==> config.mk <==
export PLATFORM = sky130hd
export DESIGN_NAME = step_decoder
export DESIGN_NICKNAME = d
export VERILOG_FILES = /design/src/rtl/ctrl_pkg.sv /design/src/rtl/onehot_decoder.sv /design/src/rtl/step_decoder.sv
export SDC_FILE = /design/constraint.sdc
export NUM_CORES = 1
export LEC_CHECK = 0
export ABC_AREA = 0
export CAP_MARGIN = 20
export CORE_MARGIN = 1.5
export CORE_UTILIZATION = 30
export DETAILED_ROUTE_END_ITERATION = 10
export PLACE_DENSITY_LB_ADDON = 0.12
export SLEW_MARGIN = 20
export SYNTH_ARGS = -nofsm -noshare
export SYNTH_HDL_FRONTEND = slang
export SYNTH_SLANG_ARGS = --single-unit
==> constraint.sdc <==
create_clock -name clk -period 2.18 [get_ports clk]
set_input_delay 0.218 -clock clk [delete_from_list [all_inputs] [get_ports clk]]
set_output_delay 0.218 -clock clk [all_outputs]
set_load 0.005 [all_outputs]
==> src/rtl/ctrl_pkg.sv <==
// rtl/ctrl_pkg.sv - shared control-unit step constants and types
// Step width, last step and idle bus values shared with the control matrix.
package ctrl_pkg;

  localparam int CTRL_STEP_W   = 3;
  localparam int CTRL_MAX_STEP = 5;
  localparam int CTRL_NUM_OUT  = 2 ** CTRL_STEP_W;

  // All-inactive step bus for each output polarity
  localparam logic [CTRL_NUM_OUT-1:0] CTRL_BUS_IDLE_LOW  = '1;
  localparam logic [CTRL_NUM_OUT-1:0] CTRL_BUS_IDLE_HIGH = '0;

  typedef enum logic [2:0] {
    CAUSE_HOLD   = 3'd0,
    CAUSE_INC    = 3'd1,
    CAUSE_WRAP   = 3'd2,
    CAUSE_CLR    = 3'd3,
    CAUSE_LD     = 3'd4,
    CAUSE_LD_ERR = 3'd5
  } step_cause_e;

  function automatic logic cause_ends_instr(input step_cause_e cause);
    return (cause == CAUSE_WRAP) || (cause == CAUSE_CLR);
  endfunction

endpackage

==> src/rtl/onehot_decoder.sv <==
// rtl/onehot_decoder.sv - combinational SEL_W-to-NUM_OUT one-hot decoder
// Selects above NUM_OUT-1 or en_i=0 leave every output inactive.
module onehot_decoder #(
  parameter int SEL_W      = 3,
  parameter int NUM_OUT    = 2 ** SEL_W,
  parameter int ACTIVE_LOW = 1
) (
  input  logic [SEL_W-1:0]   sel_i,
  input  logic               en_i,
  output logic [NUM_OUT-1:0] y_o
);

  logic [NUM_OUT-1:0] act;

  always_comb begin
    act = '0;
    for (int i = 0; i < NUM_OUT; i++) begin
      if (en_i && (sel_i == SEL_W'(i))) begin
        act[i] = 1'b1;
      end
    end
  end

  assign y_o = (ACTIVE_LOW != 0) ? ~act : act;

endmodule

==> src/rtl/step_decoder.sv <==
// rtl/step_decoder.sv - T-state step counter with registered one-hot step bus
// The decoder runs on the next-step value so y updates on the same edge as step.
module step_decoder
  import ctrl_pkg::*;
#(
  parameter int SEL_W      = CTRL_STEP_W,
  parameter int NUM_OUT    = 2 ** SEL_W,
  parameter int MAX_STEP   = CTRL_MAX_STEP,
  parameter int ACTIVE_LOW = 1
) (
  input  logic               clk,
  input  logic               rst,
  input  logic               en,
  input  logic               clr,
  input  logic               ld,
  input  logic [SEL_W-1:0]   ld_val,
  input  logic               out_en_n,
  output logic [SEL_W-1:0]   step,
  output logic [NUM_OUT-1:0] y,
  output logic               instr_done,
  output logic               ld_err
);

  localparam logic [SEL_W-1:0]   MAX_S  = SEL_W'(MAX_STEP);
  localparam logic [NUM_OUT-1:0] Y_ONE  = NUM_OUT'(1);
  localparam logic [NUM_OUT-1:0] Y_IDLE = (ACTIVE_LOW != 0) ? '1 : '0;
  localparam logic [NUM_OUT-1:0] Y_RST  = (ACTIVE_LOW != 0) ? ~Y_ONE : Y_ONE;

  logic [SEL_W-1:0]   step_q, step_d;
  logic [NUM_OUT-1:0] y_q, y_d;
  logic               done_q, done_d;
  logic               ld_err_q, ld_err_d;
  step_cause_e        cause;

  // Priority ld > clr > en; reset is handled in the register block
  always_comb begin
    cause = CAUSE_HOLD;
    if (ld) begin
      cause = (ld_val <= MAX_S) ? CAUSE_LD : CAUSE_LD_ERR;
    end else if (clr) begin
      cause = CAUSE_CLR;
    end else if (en) begin
      cause = (step_q == MAX_S) ? CAUSE_WRAP : CAUSE_INC;
    end
  end

  always_comb begin
    step_d   = step_q;
    ld_err_d = ld_err_q;
    case (cause)
      CAUSE_INC:    step_d = step_q + SEL_W'(1);
      CAUSE_WRAP:   step_d = '0;
      CAUSE_CLR:    step_d = '0;
      CAUSE_LD:     step_d = ld_val;
      CAUSE_LD_ERR: begin
        step_d   = '0;
        ld_err_d = 1'b1;
      end
      default:      step_d = step_q;
    endcase
    done_d = cause_ends_instr(cause);
  end

  onehot_decoder #(
    .SEL_W      (SEL_W),
    .NUM_OUT    (NUM_OUT),
    .ACTIVE_LOW (ACTIVE_LOW)
  ) u_dec (
    .sel_i (step_d),
    .en_i  (1'b1),
    .y_o   (y_d)
  );

  always_ff @(posedge clk) begin
    if (rst) begin
      step_q   <= '0;
      y_q      <= Y_RST;
      done_q   <= 1'b0;
      ld_err_q <= 1'b0;
    end else begin
      step_q   <= step_d;
      y_q      <= y_d;
      done_q   <= done_d;
      ld_err_q <= ld_err_d;
    end
  end

  // Output gate sits after the register and never touches the counter
  assign y          = out_en_n ? Y_IDLE : y_q;
  assign step       = step_q;
  assign instr_done = done_q;
  assign ld_err     = ld_err_q;

endmodule

# After elaboration in Yosys (flattened, before gate mapping)

Cells that the tools add are included.

Register bits after elaboration: 13
Output and inout bits: 13

$add $sub $neg: 1
Magnitude comparators: 1
Eq/ne operators: 13
Multiplexer cells: 15
Bitwise operators: 1
Reductions and logical operators: 3

Operator list:

| operator            | count |
|---|---|
| $eq 3x3->1 const B  | 7 |
| $eq 3x2->1 const B  | 4 |
| $mux 1              | 9 |
| $pmux 3 s3          | 1 |
| $mux 8              | 1 |
| $not 8->8           | 1 |
| $eq 3x1->1 const B  | 2 |
| $mux 2              | 3 |
| $add 3x1->3 const B | 1 |
| $le 3x3->1 const B  | 1 |
| $logic_not 3->1     | 1 |
| $mux 3              | 1 |
| $reduce_or 3->1     | 1 |
| $logic_or 1x1->1    | 1 |

# Logic depth before layout (Yosys ltp)

Gate-level depths: netlist of the first run.

Word-level depth: 11
Depth in mapped cells: 7

# Hierarchy

From an unflattened synthesis of the first run, not the netlist that was laid out.

Cell total of the unflattened synthesis: 68
Area total of the unflattened synthesis: 625.6 sq um

By module, submodules not included:

| module         | instances | cells an instance | area an instance (sq um) | seq. area each (sq um) |
|---|---|---|---|---|
| step_decoder   | 1         | 60                | 549.3                    | 260.2 |
| onehot_decoder | 1         | 8                 | 76.3                     | 0.0 |

# Worst setup path before layout of the first run

Ideal clock, no wire load.

Kind: reg2reg
From: register step_q[1], in the netlist step[1]
To: register y_q[1]
Arrival: 1425 ps
Required time: 2045 ps
Path slack: 620 ps
Cell stages (with the launch flop): 6
Path buffers: 0
Cells stage by stage: dfxtp_1 -> inv_1 -> ha_1 -> nand3b_1 -> a22oi_1 -> or4_4

Longest elaborated chain between the ends: 11
Elaborated cells between the ends (all ways): 16
Classes of those cells: 1 x add/sub; 7 x eq/ne; 6 x mux; 1 x bitwise; 1 x reduce/logical

Ends and longest elaborated chain:

| item                                     | RTL line             | RTL |
|---|---|---|
| from (decl)                              | step_decoder.sv:29   | `logic [SEL_W-1:0] step_q, step_d;` |
| from (signal assigned)                   | step_decoder.sv:81   | `step_q <= step_d;` |
| $eq 3x3->1                               | step_decoder.sv:43   | `cause = (step_q == MAX_S) ? CAUSE_WRAP : CAUSE_INC;` |
| $mux 2                                   | step_decoder.sv:43   |  |
| $mux 2                                   | step_decoder.sv:42   | `end else if (en) begin` |
| $mux 2                                   | step_decoder.sv:40   | `end else if (clr) begin` |
| $mux 3                                   | step_decoder.sv:38   | `if (ld) begin` |
| $eq 3x2->1 or $eq 3x3->1 (tied branches) | step_decoder.sv:50   | `case (cause)` |
| $reduce_or 3->1 (no source line)         | n/a                  |  |
| $pmux 3 s3 *                             | step_decoder.sv:50   |  |
| $eq 3x1->1 *                             | onehot_decoder.sv:18 | `if (en_i && (sel_i == SEL_W'(i))) begin` |
| $mux 1 *                                 | onehot_decoder.sv:18 |  |
| $not 8->8 *                              | onehot_decoder.sv:24 | `assign y_o = (ACTIVE_LOW != 0) ? ~act : act;` |
| to (signal assigned)                     | step_decoder.sv:82   | `y_q <= y_d;` |
| to (decl)                                | step_decoder.sv:30   | `logic [NUM_OUT-1:0] y_q, y_d;` |

Mark *: on every way between the ends. The rest lies on a longest branch, timed or not.
A chain may end at the register's enable or synchronous reset.

# Worst setup path in the final report of the first run

From: input ld
To: register y_q[1]

Longest elaborated chain between the ends: 7
Elaborated cells between the ends (all ways): 11
Classes of those cells: 6 x eq/ne; 3 x mux; 1 x bitwise; 1 x reduce/logical

Ends and longest elaborated chain:

| item                                     | RTL line             | RTL |
|---|---|---|
| from (decl)                              | step_decoder.sv:15   | `input logic ld,` |
| $mux 3 *                                 | step_decoder.sv:38   |  |
| $eq 3x2->1 or $eq 3x3->1 (tied branches) | step_decoder.sv:50   |  |
| $reduce_or 3->1 (no source line)         | n/a                  |  |
| $pmux 3 s3 *                             | step_decoder.sv:50   |  |
| $eq 3x1->1 *                             | onehot_decoder.sv:18 |  |
| $mux 1 *                                 | onehot_decoder.sv:18 |  |
| $not 8->8 *                              | onehot_decoder.sv:24 |  |

Marks and branches as above.

==> out/results.ini, run 1 <==
[grt]
antenna_found_initial=0
gr-usage-all-layers_pct=11.39
grt.overflow.total=0
grt_pass1_wl_um=1856
grt_pass1_vias=447
grt_max_degree=12

[timing]
hold_violations=0
clock_skew_ps=4.285
setup_viol_count_final=0
tns_ps=0
rsz0062_at_grt=no
fin_crit_sh_pct=79.65
finalMaxSlewViolations=0
fmax_ghz=0.5759
finalCriticalPeriod_ps=1736
relSlewSlack_pct=74.89
tightestPinTransition_ps=375.5

[clocking]
htreeDepth=1
cts_sinks=13
clockBufferDepth=2
cts_resized=0
tritoncts=yes
clk_latency_ps=270
cts_hold_buf=0
cts_setup_buffers=0
clk_pin_slew_ps=70
cts_buffers=3
cts_root_buf=clkbuf_4

[synth]
synthTopCellsByArea=dfxtp_1, or2_2, nand3b_1
synthesis.nets=76
synth_area_um2=611.8
synth.distinct_cells=26
yosysTopAreaCell=dfxtp_1
ys_ff_latch=13
synth_cells=65
synth.avg_cell_area_um2=9.413
yosysTopAreaCellShare_pct=42.54
yosysWarnings=0
ys_seq_area_share_pct=42.54

[detailed_routing]
ant_nets=0
drt_iter0_drc=16
vias=532
drc=0
wirelength_um=1160
drt_pass1_iterations=4
avgRoutedWirePerCell_um=10.09
via_per_inst=4.626

[power]
switchingPower_uw=109.8
seqPwrFrac_pct=53.5
power_uw=471.1
p_sw_share_pct=23.30
p_comb_share_pct=16.5
p_leak_uw=0.0003027
p_clk_share_pct=30.0
p_int_uw=361.3
power_per_cell_area_nw_per_um2=545.6
vdd_drop_max_mv=0.2887

[finish]
post-route-cell-area_um2=863.3
final_common_cell=clkdlybuf4s50_1
fin_nets=100
fin_cells=115
multiInputGateArea_um2=317.8
drive_above_1_share_pct=17.05
regArea_um2=260.3
synthToLayoutAreaGrowth_pct=41.10
mostFrequentLayoutCells=clkdlybuf4s50_1, dfxtp_1, or2_2, nand2_1, nor2_1
num_antenna_cells=0
fill_cells=202

[die]
rows=16
dieWidth_um=48.16
die-area_um2=2319
ios=22
core_area_um2=1942
initial_utilization_pct=31.51
die_y_um=48.16

[place]
place_inst=111
place_area_um2=837.1
place_hpwl_um=930.4
gp_congestion=0.8123
port_buffers=21

[critical_path]
arrival_ps=1890
cpPeakStageDelay_ps=590
worst_path_dominant_cell_family=simple AND/OR/NAND/NOR gates
path_buf_inv=1
timing_worst_setup_path_type=input port to flop
cp_slowest_cell=clkdlybuf4s50_1
cp_data_required_time_ps=2330
path_cells=clkdlybuf4s50_1 -> nor4b_1 -> a31oi_1 -> and2_1 -> or4_4
end_kind=flop
cp_max_fo=11
setup.worst_path.start_class=input port

[hold_path]
hold_class=flop to flop

[flow_run]
max_cap_violations=0

[run_status]
outcome=finished, final reports clean

==> worst reg2reg max path, cell delays in order, from the launching register on <==
cell	delay, ps
dfxtp_1	450
ha_1	230
o21ai_1	100
a32o_1	300
or4_4	500
==> cells by family (layout without fill, tap and decap cells) <==
| kind of cell | after synthesis | in the layout | synth area share, % |
|---|---|---|---|
| buffers and inverters | 5 | 28 | 5.521 |
| AO/OA/AOI/OAI | 12 | 12 | 14.11 |
| AND/OR/NAND/NOR | 33 | 33 | 33.74 |
| flip-flops | 13 | 13 | 42.54 |
| adder cells (fa/ha/maj) | 2 | 2 | 4.089 |
==> sequential cells by signal (all words and copies together) (netlist names) <==
| signal | cells |
|---|---|
| step | 3 |
| instr_done | 1 |
| ld_err | 1 |
| y_q | 8 |
==> path summary, 6_finish.rpt <==
path,end,slack (ps),cells past startpoint,from
setup / recovery,y_q[1],440,5,ld
hold / removal,ld_err,480,2,ld_err
setup reg to reg,y_q[1],470,4,step[0]
hold reg to reg,ld_err,480,2,ld_err
==> synth_stat cells <==
cell type and count:
nor4b_2 2, or2_1 1, nand3b_1 4, clkbuf_1 1, nor4b_1 1, dfxtp_1 13, o21ai_1 1, nand2b_1 1
a32oi_1 1, nor2_1 5, a22oi_1 1, and2_1 1, buf_6 2, or4_4 1, a22o_1 1, inv_1 2
nand3_1 3, a32o_1 1, a31oi_1 3, nand2_1 5, a41oi_1 1, ha_1 2, or2_2 8, a221oi_1 1
nor3_1 1, a21oi_1 2
==> metal layers <==
metal / up-vias / share of wire [%] / global-route usage (%)
li1: 279 / - / -
met2: 22 / 44 / 17.37
met4: 0 / 1.2 / 4.324
met3: 4 / 8.4 / 4.074
met5: - / 0 / 0
met1: 227 / 46 / 14.71
==> power groups by stage <==
stage                     combinational (uW)  sequential [uW]  clock, uW
after floorplan                         40.9              257          0
final                                   77.9              252        141
after global routing                    86.4              253        156
after CTS                               78.5              252        145
after detailed placement                78.4              257          0
after global placement                  77.9              258          0
==> area by class of cell <==
cell class	count	share of cell area [%]
inverter	2	0.8696
sequential	13	30.14
clock buffer	4	3.043
tap	27	3.913
multi-input combinational	47	36.81
timing repair buffer	22	25.22
==> stage by stage <==
| step | hold slack, ps | setup WS, ps | util [%] |
|---|---|---|---|
| floorplan | 369.2 | 620.3 | - |
| global placement | 485.8 | 187.1 | 43.11 |
| detailed placement | 475.3 | 155.2 | 43.11 |
| CTS | 492.5 | 449.9 | 44.46 |
| global route | 539.3 | 325.4 | 44.46 |
| finish | 477.7 | 443.6 | 44.46 |
Note: power is estimated with default switching activity, not from simulation.
==> run 2, diff against run 1 <==
==> constraint.sdc (replaced) <==
create_clock -name clk -period 1.7 [get_ports clk]
set_input_delay 0.17 -clock clk [delete_from_list [all_inputs] [get_ports clk]]
set_output_delay 0.17 -clock clk [all_outputs]
set_load 0.005 [all_outputs]
==> run 2 against run 1 <==
Effect of this change: core utilization grew 3.9 points; critical path depth fell by 2; count of clock-buffer cells in the layout stayed put; hold slack better by 6.6 ps; combinational power increased by 53%; power up 32%; routed wire length grew 15%; setup slack worse by 350 ps; clock skew up 3.8 ps; cell count up 7.0%; register-to-register slack worse by 370 ps; critical path type is now input port to primary output; largest cell class unchanged.
==> out/results.ini, run 2 (synthesis results as in run 1) <==
[die]
rows=16
die_y_um=48.16
initial_utilization_pct=31.51
core_area_um2=1942
ios=22
dieWidth_um=48.16
die-area_um2=2319

[power]
vdd_drop_max_mv=0.3293
power_uw=623.6
power_per_cell_area_nw_per_um2=664.5
p_leak_uw=0.0003410

[detailed_routing]
top_layer=met3
wirelength_um=1338
avgRoutedWirePerCell_um=10.88
drt-met1-wl_um=606
met3_length_um=73
vias=583
drc=0
ant_nets=0
via_per_inst=4.740
drt_pass1_iterations=4
drt_iter0_drc=11
met2WireLength_um=659

[grt]
grt_pass1_vias=503
grt_pass1_wl_um=2056
grt_max_degree=10
grt.overflow.total=0
gr-usage-all-layers_pct=13.21
antenna_found_initial=0

[clocking]
cts_sinks=13
clockBufferDepth=2
cts_buffers=3
tritoncts=yes
clk_pin_slew_ps=80
htreeDepth=1
cts_root_buf=clkbuf_4
clk_latency_ps=270

[timing]
clock_skew_ps=8.110
relSlewSlack_pct=79.56
finalMaxSlewViolations=0
tightestPinTransition_ps=305.7
finalCriticalPeriod_ps=1603
fin_crit_sh_pct=94.30
setup_viol_count_final=0
fin_hold_ws_ps=484.3
hold_violations=0
rsz0062_at_grt=no
fmax_ghz=0.6238

[place]
place_hpwl_um=1020
place_area_um2=897.1
gp_congestion=0.8301
port_buffers=21

[finish]
post-route-cell-area_um2=938.4
num_antenna_cells=0
fin_nets=108
largest_reg_flops=8
mostFrequentLayoutCells=clkdlybuf4s50_1, dfxtp_1, buf_4, or2_2
largest_register=y_q
drive_above_1_share_pct=28.13
synthToLayoutAreaGrowth_pct=53.37
final_common_cell=clkdlybuf4s50_1

[critical_path]
cp_data_required_time_ps=1530
end_kind=primary output
cp_slowest_cell=clkdlybuf4s50_1
path_cells=clkdlybuf4s50_1 -> or2_2 -> clkdlybuf4s50_1
cp_max_fo=8
crit_top_cell=clkdlybuf4s50_1
cpPeakStageDelay_ps=490
timing_worst_setup_path_type=input port to primary output
arrival_ps=1430
setup.worst_path.start_class=input port

[flow_run]
max_cap_violations=0

[hold_path]
hold_class=flop to flop

[run_status]
outcome=finished, final reports clean

[run 2: path summary, 6_finish.rpt]
check | from | endpoint | slack [ps] | cells past startpoint
max reg2reg | step[1] | y_q[1] | 100 | 5
min reg2reg | ld_err | ld_err | 480 | 2
min | ld_err | ld_err | 480 | 2
max | out_en_n | y[1] | 100 | 3
[run 2: power breakdown]
part / total, uW / switching (uW) / internal (uW)
clock network: 182 / 91.0 / 90.7
logic: 119 / 50.3 / 68.7
registers: 323 / 6.38 / 317
total: 624 / 148 / 476
[run 2: per-stage QoR]
step / util [%] / setup TNS (ps) / worst slack, ps / cells
2_1_floorplan: - / 0 / 140.3 / 65
3_3_place_gp: 46.20 / -637.7 / -134.1 / 119
3_5_place_dp: 46.20 / -610.2 / -146.3 / 119
4_1_cts: 47.55 / 0 / 68.00 / 123
5_1_grt: 48.32 / 0 / 8.798 / 123
6_report: 48.32 / 0 / 96.90 / 123
[run 2: layer usage]
metal / GRT usage (%) / vias up
met5: 0 / -
met4: 4.865 / 0
met3: 5.556 / 0
met2: 22.37 / 19
met1: 14.71 / 270
li1: - / 294
[run 2: area by class of cell]
| cell class | count | area [um^2] |
|---|---|---|
| Clock buffer | 4 | 26.28 |
| Fill cell | 205 | 1003 |
| Inverter | 2 | 7.507 |
| Multi-Input combinational cell | 47 | 331.6 |
| Sequential cell | 13 | 261.5 |
| Tap cell | 27 | 33.78 |
| Timing Repair Buffer | 30 | 277.8 |
[run 2: critical path, delay by kind of cell]
kind | cells | cell delay, ps
buf+inv | 2 | 930
simple gates | 1 | 330
[run 2: timing repair]
| action | CTS | global route |
|---|---|---|
| resized for setup | 0 | 4 |
| hold buffers | 0 | 0 |
| endpoints found under the setup margin | 0 | 5 |
| hold endpoints to repair | 0 | 0 |
| buffers inserted | 0 | 0 |
